--- src/rtl/mod_regn_piso_db.sv ---
// Double-buffered (ping-pong) parallel-in serial-out register: N lanes of W bits per word.
// Defining MOD_REGN_PISO_LAST_EN adds the o_last output flagging the final lane of a word.
module mod_regn_piso_db #(
    parameter int N = 16,
    parameter int W = 8
) (
    input  logic                clk,
    input  logic                resetn,
    input  logic [N-1:0][W-1:0] i,
    input  logic                wr_en,
    output logic                wr_rdy,
    input  logic                req_fifo,
    output logic [W-1:0]        o,
    output logic                o_valid,
    output logic                reg_empty,
    output logic                reg_full
`ifdef MOD_REGN_PISO_LAST_EN
    ,
    output logic                o_last
`endif
);

    localparam int            CW        = $clog2(N);
    localparam logic [CW-1:0] LAST_LANE = CW'(N - 1);

    logic [N-1:0][W-1:0] bank0_q;
    logic [N-1:0][W-1:0] bank1_q;
    logic [1:0]          occ_q;
    logic [1:0]          occ_d;
    logic                wr_ptr_q;
    logic                wr_ptr_d;
    logic                rd_ptr_q;
    logic                rd_ptr_d;
    logic [CW-1:0]       n_read_q;
    logic [CW-1:0]       n_read_d;
    logic                load;
    logic                xfer;
    logic                at_last;

    // Every output decodes registered state only; req_fifo never reaches wr_rdy.
    assign wr_rdy    = ~(occ_q[0] & occ_q[1]);
    assign o_valid   = occ_q[rd_ptr_q];
    assign o         = rd_ptr_q ? bank1_q[n_read_q] : bank0_q[n_read_q];
    assign reg_empty = ~occ_q[0] & ~occ_q[1];
    assign reg_full  = occ_q[0] & occ_q[1];

    assign load    = wr_en & wr_rdy;
    assign xfer    = req_fifo & o_valid;
    assign at_last = (n_read_q == LAST_LANE);

`ifdef MOD_REGN_PISO_LAST_EN
    assign o_last = o_valid & at_last;
`endif

    always_comb begin
        // NOTE: each variable gets a default first so no path leaves it unassigned (no latch).
        occ_d    = occ_q;
        wr_ptr_d = wr_ptr_q;
        rd_ptr_d = rd_ptr_q;
        n_read_d = n_read_q;

        if (xfer) begin
            if (at_last) begin
                n_read_d        = '0;
                occ_d[rd_ptr_q] = 1'b0;
                rd_ptr_d        = ~rd_ptr_q;
            end else begin
                n_read_d = n_read_q + CW'(1);
            end
        end

        // A load only happens with a free bank, which is never the bank being read out,
        // so it cannot collide with the occupied-flag clear above.
        if (load) begin
            occ_d[wr_ptr_q] = 1'b1;
            wr_ptr_d        = ~wr_ptr_q;
        end
    end

    // NOTE: sequential state uses non-blocking assignments so every register samples pre-edge values.
    always_ff @(posedge clk or negedge resetn) begin
        if (!resetn) begin
            occ_q    <= '0;
            wr_ptr_q <= 1'b0;
            rd_ptr_q <= 1'b0;
            n_read_q <= '0;
        end else begin
            occ_q    <= occ_d;
            wr_ptr_q <= wr_ptr_d;
            rd_ptr_q <= rd_ptr_d;
            n_read_q <= n_read_d;
        end
    end

    // NOTE: the data banks are reset as well, so o reads 0 straight out of reset.
    always_ff @(posedge clk or negedge resetn) begin
        if (!resetn) begin
            bank0_q <= '0;
            bank1_q <= '0;
        end else begin
            if (load && !wr_ptr_q) bank0_q <= i;
            if (load && wr_ptr_q)  bank1_q <= i;
        end
    end

endmodule
--- config.mk ---
export PLATFORM = sky130hd
export DESIGN_NAME = mod_regn_piso_db
export DESIGN_NICKNAME = d
export VERILOG_FILES = /design/src/rtl/mod_regn_piso_db.sv
export SDC_FILE = /design/constraint.sdc
export NUM_CORES = 1
export LEC_CHECK = 0
export ABC_AREA = 1
export BUFFER_PORTS_ARGS = -buffer_cell sky130_fd_sc_hd__buf_2
export CORE_ASPECT_RATIO = 1.1
export CORE_UTILIZATION = 57
export DETAILED_ROUTE_END_ITERATION = 8
export GPL_TIMING_DRIVEN = 0
export MAX_ROUTING_LAYER = met4
export PLACE_DENSITY = 0.81
export SLEW_MARGIN = 10
export SYNTH_ARGS = -nofsm -noshare
export SYNTH_HDL_FRONTEND = slang
export SYNTH_SLANG_ARGS = --single-unit
--- constraint.sdc ---
create_clock -name clk -period 3.2 [get_ports clk]
set_input_delay 0.48 -clock clk [delete_from_list [all_inputs] [get_ports clk]]
set_output_delay 0.48 -clock clk [all_outputs]
set_load 0.05 [all_outputs]
Word-level counts from Yosys, hierarchy flattened
Index checks and enable logic that the tools add are counted.
{"block": "totals", "out_inout_bits": 12, "reg_bits": 264, "in_bits": 132}
{"block": "classes", "muxes": 15, "eq_ne": 1, "n_addsub": 1, "n_reduce_logical": 6, "bitwise_logic": 12, "n_lt_le_gt_ge": 5}
{"cell": "8-bit binary-select mux with 4-bit select", "n": 2}
{"cell": "8-bit two-way mux", "n": 3}
{"cell": "2-bit two-way mux", "n": 3}
{"cell": "4-bit by 5-bit less-than comparator with 1-bit output (second input constant)", "n": 1}
{"cell": "1-bit inverter", "n": 5}
{"cell": "4-bit by 1-bit adder with 4-bit output (second input constant)", "n": 1}
{"cell": "1-bit bitwise AND", "n": 4}
{"cell": "4-bit equality test (second input constant)", "n": 1}
{"cell": "1-bit logical AND", "n": 4}
{"cell": "1-bit by 2-bit less-than comparator with 1-bit output (second input constant)", "n": 2}
{"cell": "1-bit two-way mux", "n": 4}
{"cell": "4-bit two-way mux", "n": 1}
{"cell": "2-bit bitwise AND", "n": 1}
{"cell": "1-bit demux with 1-bit select", "n": 2}
{"cell": "1-bit >= comparator (second input constant)", "n": 2}
{"cell": "2-bit inverter", "n": 1}
{"cell": "2-bit bitwise OR", "n": 1}
{"cell": "2-bit AND reduction", "n": 1}
{"cell": "1-bit logical NOT", "n": 1}

Longest topological paths before layout
{"block": "depth", "word_depth": 10, "depth_mapped": 11, "mapped_depth_nobuf": 9}

Worst setup path after synthesis
No wires, ideal clock.
{"block": "synth_path", "path_kind": "register to output", "from": "register n_read_q[0]", "to": "output port o[0]", "setup_slack_ns": 1.221, "arrival_time_ns": 1.499, "path_stages_with_launch": 12, "path_cell_list": "dfrtp_1 > inv_2 > buf_2 > buf_2 > nand2_1 > nand2_1 > nand2_1 > nand3_1 > nand3_1 > nand2_1 > nand2_1 > inv_1"}
{"block": "synth_via", "elab_chain_cells": 3}
{"element": "from (decl)", "line_no": "34", "source": "logic [CW-1:0] n_read_q;"}
{"element": "from (signal assigned)", "line_no": "91", "source": "n_read_q <= n_read_d;"}
{"element": "8-bit binary-select mux with 4-bit select", "line_no": "43", "source": "assign o = rd_ptr_q ? bank1_q[n_read_q] : bank0_q[n_read_q];"}
{"element": "8-bit two-way mux (implied by the code)", "line_no": "43"}
{"element": "8-bit two-way mux *", "line_no": "43"}
{"element": "to (decl)", "line_no": "13", "source": "output logic [W-1:0] o,"}
Mark *: on every way between the ends. The rest lies on a longest branch, timed or not. The select of a mux whose other input is x is not followed.

Worst setup path after layout
{"block": "layout_path", "from": "register n_read_q[0]", "to": "output port o[4]"}
The elaborated chain is that of the path after synthesis.

==> metrics.md <==
| Metric | Value |
|---|---|
| DIE AREA | around 0.024 mm^2 |
| Max Slew Vio Count | 0 |
| RSZ-0062 raised after global routing | no |
| First-pass DRT Iterations | 5 |
| Buffers on Ports | between 100 and 150 |
| Total gr overflow | 0 |
| Area contributors post-synth | dfrtp_1 50%, nand2_1 17%, inv_1 7.4% |
| Gpl congestion | about 0.96 |
| Max cap viols | 0 |
| PwrDens | approximately 1100 mW/mm^2 |
| Total leakage power | between 0.008 and 0.009 uW |
| Synthesized area | around 0.013 mm^2 |
| Layout Skew | 0.00846 ns |
| Area of the core | around 0.023 mm^2 |
| Clock Path Buffers | 3 |
| Critical Path Start Type | flip-flop |
| Count of state elements after synthesis | 264 |
| Drt total wl | 39700 um |
| Wire per inst | 17.9 um |
| Commonest cells post-synth | 620 x nand2_1, 264 x dfrtp_1, 263 x inv_1, 155 x nand3_1, 145 x o21ai_0 |
| Post-CTS Repair Setup Buffers | 0 |
| CP required | ~2.7 ns |
| Largest net degree at the start of global routing | between 100 and 150 |
| Synthesis Warnings | 0 |
| Number of diodes | 0 |
| Synth Net Count | about 1900 |
| Worst skew pair latency | approximately 0.55 ns |
| Hold crit path type | primary input to flip-flop |
| Share of the synthesized area in the top cell type | between 40% and 50% |
| Outcome | finished, final reports clean |
| CTS tree | yes |
| Fraction of layout cells with a size suffix above 1 | 19.6% |
| Row count | 58 |
| Max VDD drop | approximately 550 uV |
| Clock transition at path regs | 0.06 ns |
| Area Overhead vs Synth | 16.4% |
| Net count, final | 2033 |
| # IOs | 144 |
| Design area | about 0.016 mm^2 |
| Tot GR Track Use | between 30% and 40% |
| Antenna violations before repair | 0 |
| Post-route ant nets | 0 |
| CP Max Fanout | 10 |
| CTS Buf Count | 28 |
| Via-to-Cell Ratio | ~5.5 |
| Syn Inst Count | around 1700 |
| Slew margin rel. | about three fifths |
| Clk sinks | ~260 |
| Initial DRC count | roughly 1200 |
| Fmax achieved | ~320 MHz |
| First-pass GRT wire length | 62900 um |
| Worst hold margin | between 0.15 and 0.2 ns |
| Non-Filler Instances | about 2200 |
| Final Hold Fails | 0 |
| Initial core utilization | slightly below 60% |
| Placement Cell Area | 0.0145 mm^2 |
| Netlist cell types | 23 |
| Root Buffer Master | clkbuf_16 |
| Setup slack after layout | ~0.074 ns |
| Tcrit/Tclk final | a little over nine tenths |
| Die Height | 162 um |
| H-tree levels | 1 |
| Asr flop ratio synth | 100% |
| DP Cell Count | 2169 |
| Vias | about 12000 |
| Post-synth top flop | dfrtp_1 |
| Fin Setup TNS | 0 ns |
| Hpwl dp | ~28000 um |
| Worst Path Arrival | ~2.7 ns |
| Most frequent cell after synthesis | nand2_1 |
| Leading area contributor after synthesis | dfrtp_1 |
| Post-place setup slack | 0.633 ns |
| Worst setup path class | flip-flop to output port |
| Vias in the first global route | roughly 12000 |
| Crit end category | output port |
| Post-synth EDFFs | 0 |
| Horiz. Die Dim | ~150 um |
| Final setup vio count | 0 |
| Seq/Total Area, Yosys | between 40% and 50% |
| Avg Synthesized Cell Area | roughly 7.7 um^2 |
| Least-Margin Pin Slew | around 0.6 ns |
| Post-route DRC | 0 |
| Fin crit period | between 3 and 4 ns |
==> final cells by class <==
cell class	instances	area [um^2]
clock inverter	12	191
fill	1950	7420
buffer	106	684
sequential	264	6610
inverter	267	1000
tap	300	375
multi-input combinational	1087	5050
timing repair buffer	146	796
clock buffer	38	800
==> layout by cell type (no fill, tap or decap), types with 8 or more instances in the layout <==
| master | synthesis | layout |
|---|---|---|
| a21oi_1 | 16 | 16 |
| buf_2 | 53 | 188 |
| buf_6 | 26 | 26 |
| clkbuf_1 | 23 | 25 |
| clkbuf_16 | 0 | 29 |
| dfrtp_1 | 264 | 264 |
| inv_1 | 263 | 263 |
| nand2_1 | 620 | 620 |
| nand3_1 | 155 | 155 |
| nor2_1 | 20 | 20 |
| o211ai_1 | 8 | 8 |
| o21ai_0 | 145 | 145 |
| o21ai_1 | 16 | 16 |
| o21ai_2 | 100 | 100 |
==> state kept, by name, indices dropped and copies added (netlist names) <==
signal	flops
rd_ptr_q	1
wr_ptr_q	1
bank1_q	128
n_read_q	4
occ_q	2
bank0_q	128
==> path summary, 6_finish.rpt <==
| check | from | endpoint | slack [ns] | cells after the start |
|---|---|---|---|---|
| worst max-delay path | n_read_q[0]$_DFFE_PN0N_ | o[4] | 0.07 | 11 |
| worst min-delay path | i[75] | bank0_q[75]$_DFFE_PN0P_ | 0.19 | 3 |
| worst max register to register | occ_q[1]$_DFF_PN0_ | bank1_q[10]$_DFFE_PN0P_ | 1.35 | 5 |
| worst min register to register | bank0_q[82]$_DFFE_PN0P_ | bank0_q[82]$_DFFE_PN0P_ | 0.48 | 2 |
| max in group asynchronous | resetn | bank0_q[44]$_DFFE_PN0P_ | 1.87 | 3 |
| min in group asynchronous | resetn | bank1_q[74]$_DFFE_PN0P_ | 0.43 | 2 |
==> metal layers <==
metal | up-vias | wire, um | global-route usage (%)
li1 | 5683 | - | -
met1 | 5749 | 16100 | 47.2
met2 | 607 | 18400 | 54.4
met3 | 103 | 3710 | 5.43
met4 | 0 | 1520 | 13.9
met5 | - | 0 | -
==> cells by family after synthesis <==
kind of cell | share of synthesized area, %
AND/OR/NAND/NOR | 24.0
flip-flops | 49.6
AO/OA/AOI/OAI | 13.7
buffers and inverters | 12.5
XOR/XNOR | 0.131
adder cells (fa/ha/maj) | 0.0938
==> report_power, final <==
part           switching [uW]  leakage, uW  internal [uW]
registers                 885      0.00329           4910
clock network            1370     0.000487           2150
logic                    5590      0.00467           2650
total                    7840      0.00845           9700
==> worst max-delay path, stage by stage, from the launching register on <==
cell	delay [ns]
dfrtp_1	0.42
buf_2	0.24
buf_2	0.37
nand2_1	0.08
nand2_1	0.08
nand2_1	0.07
nand3_1	0.14
nand3_1	0.19
nand2_1	0.11
nand2_1	0.05
inv_1	0.08
buf_2	0.27
==> metrics by stage <==
| step | util (%) | total power [uW] |
|---|---|---|
| after detailed placement | 63.2 | 13800 |
| after floorplan | - | 11300 |
| after CTS | 67.5 | 17300 |
| after global routing | 67.6 | 18700 |
| after global placement | 62.9 | 13500 |
| final | 67.6 | 17500 |
==> repair_timing <==
action	4_1_cts	5_1_grt
setup endpoints to repair	0	8
endpoints found under the hold margin	48	0
resized for setup	0	16
hold buffers	1	0
(Power assumes the default switching activity.)
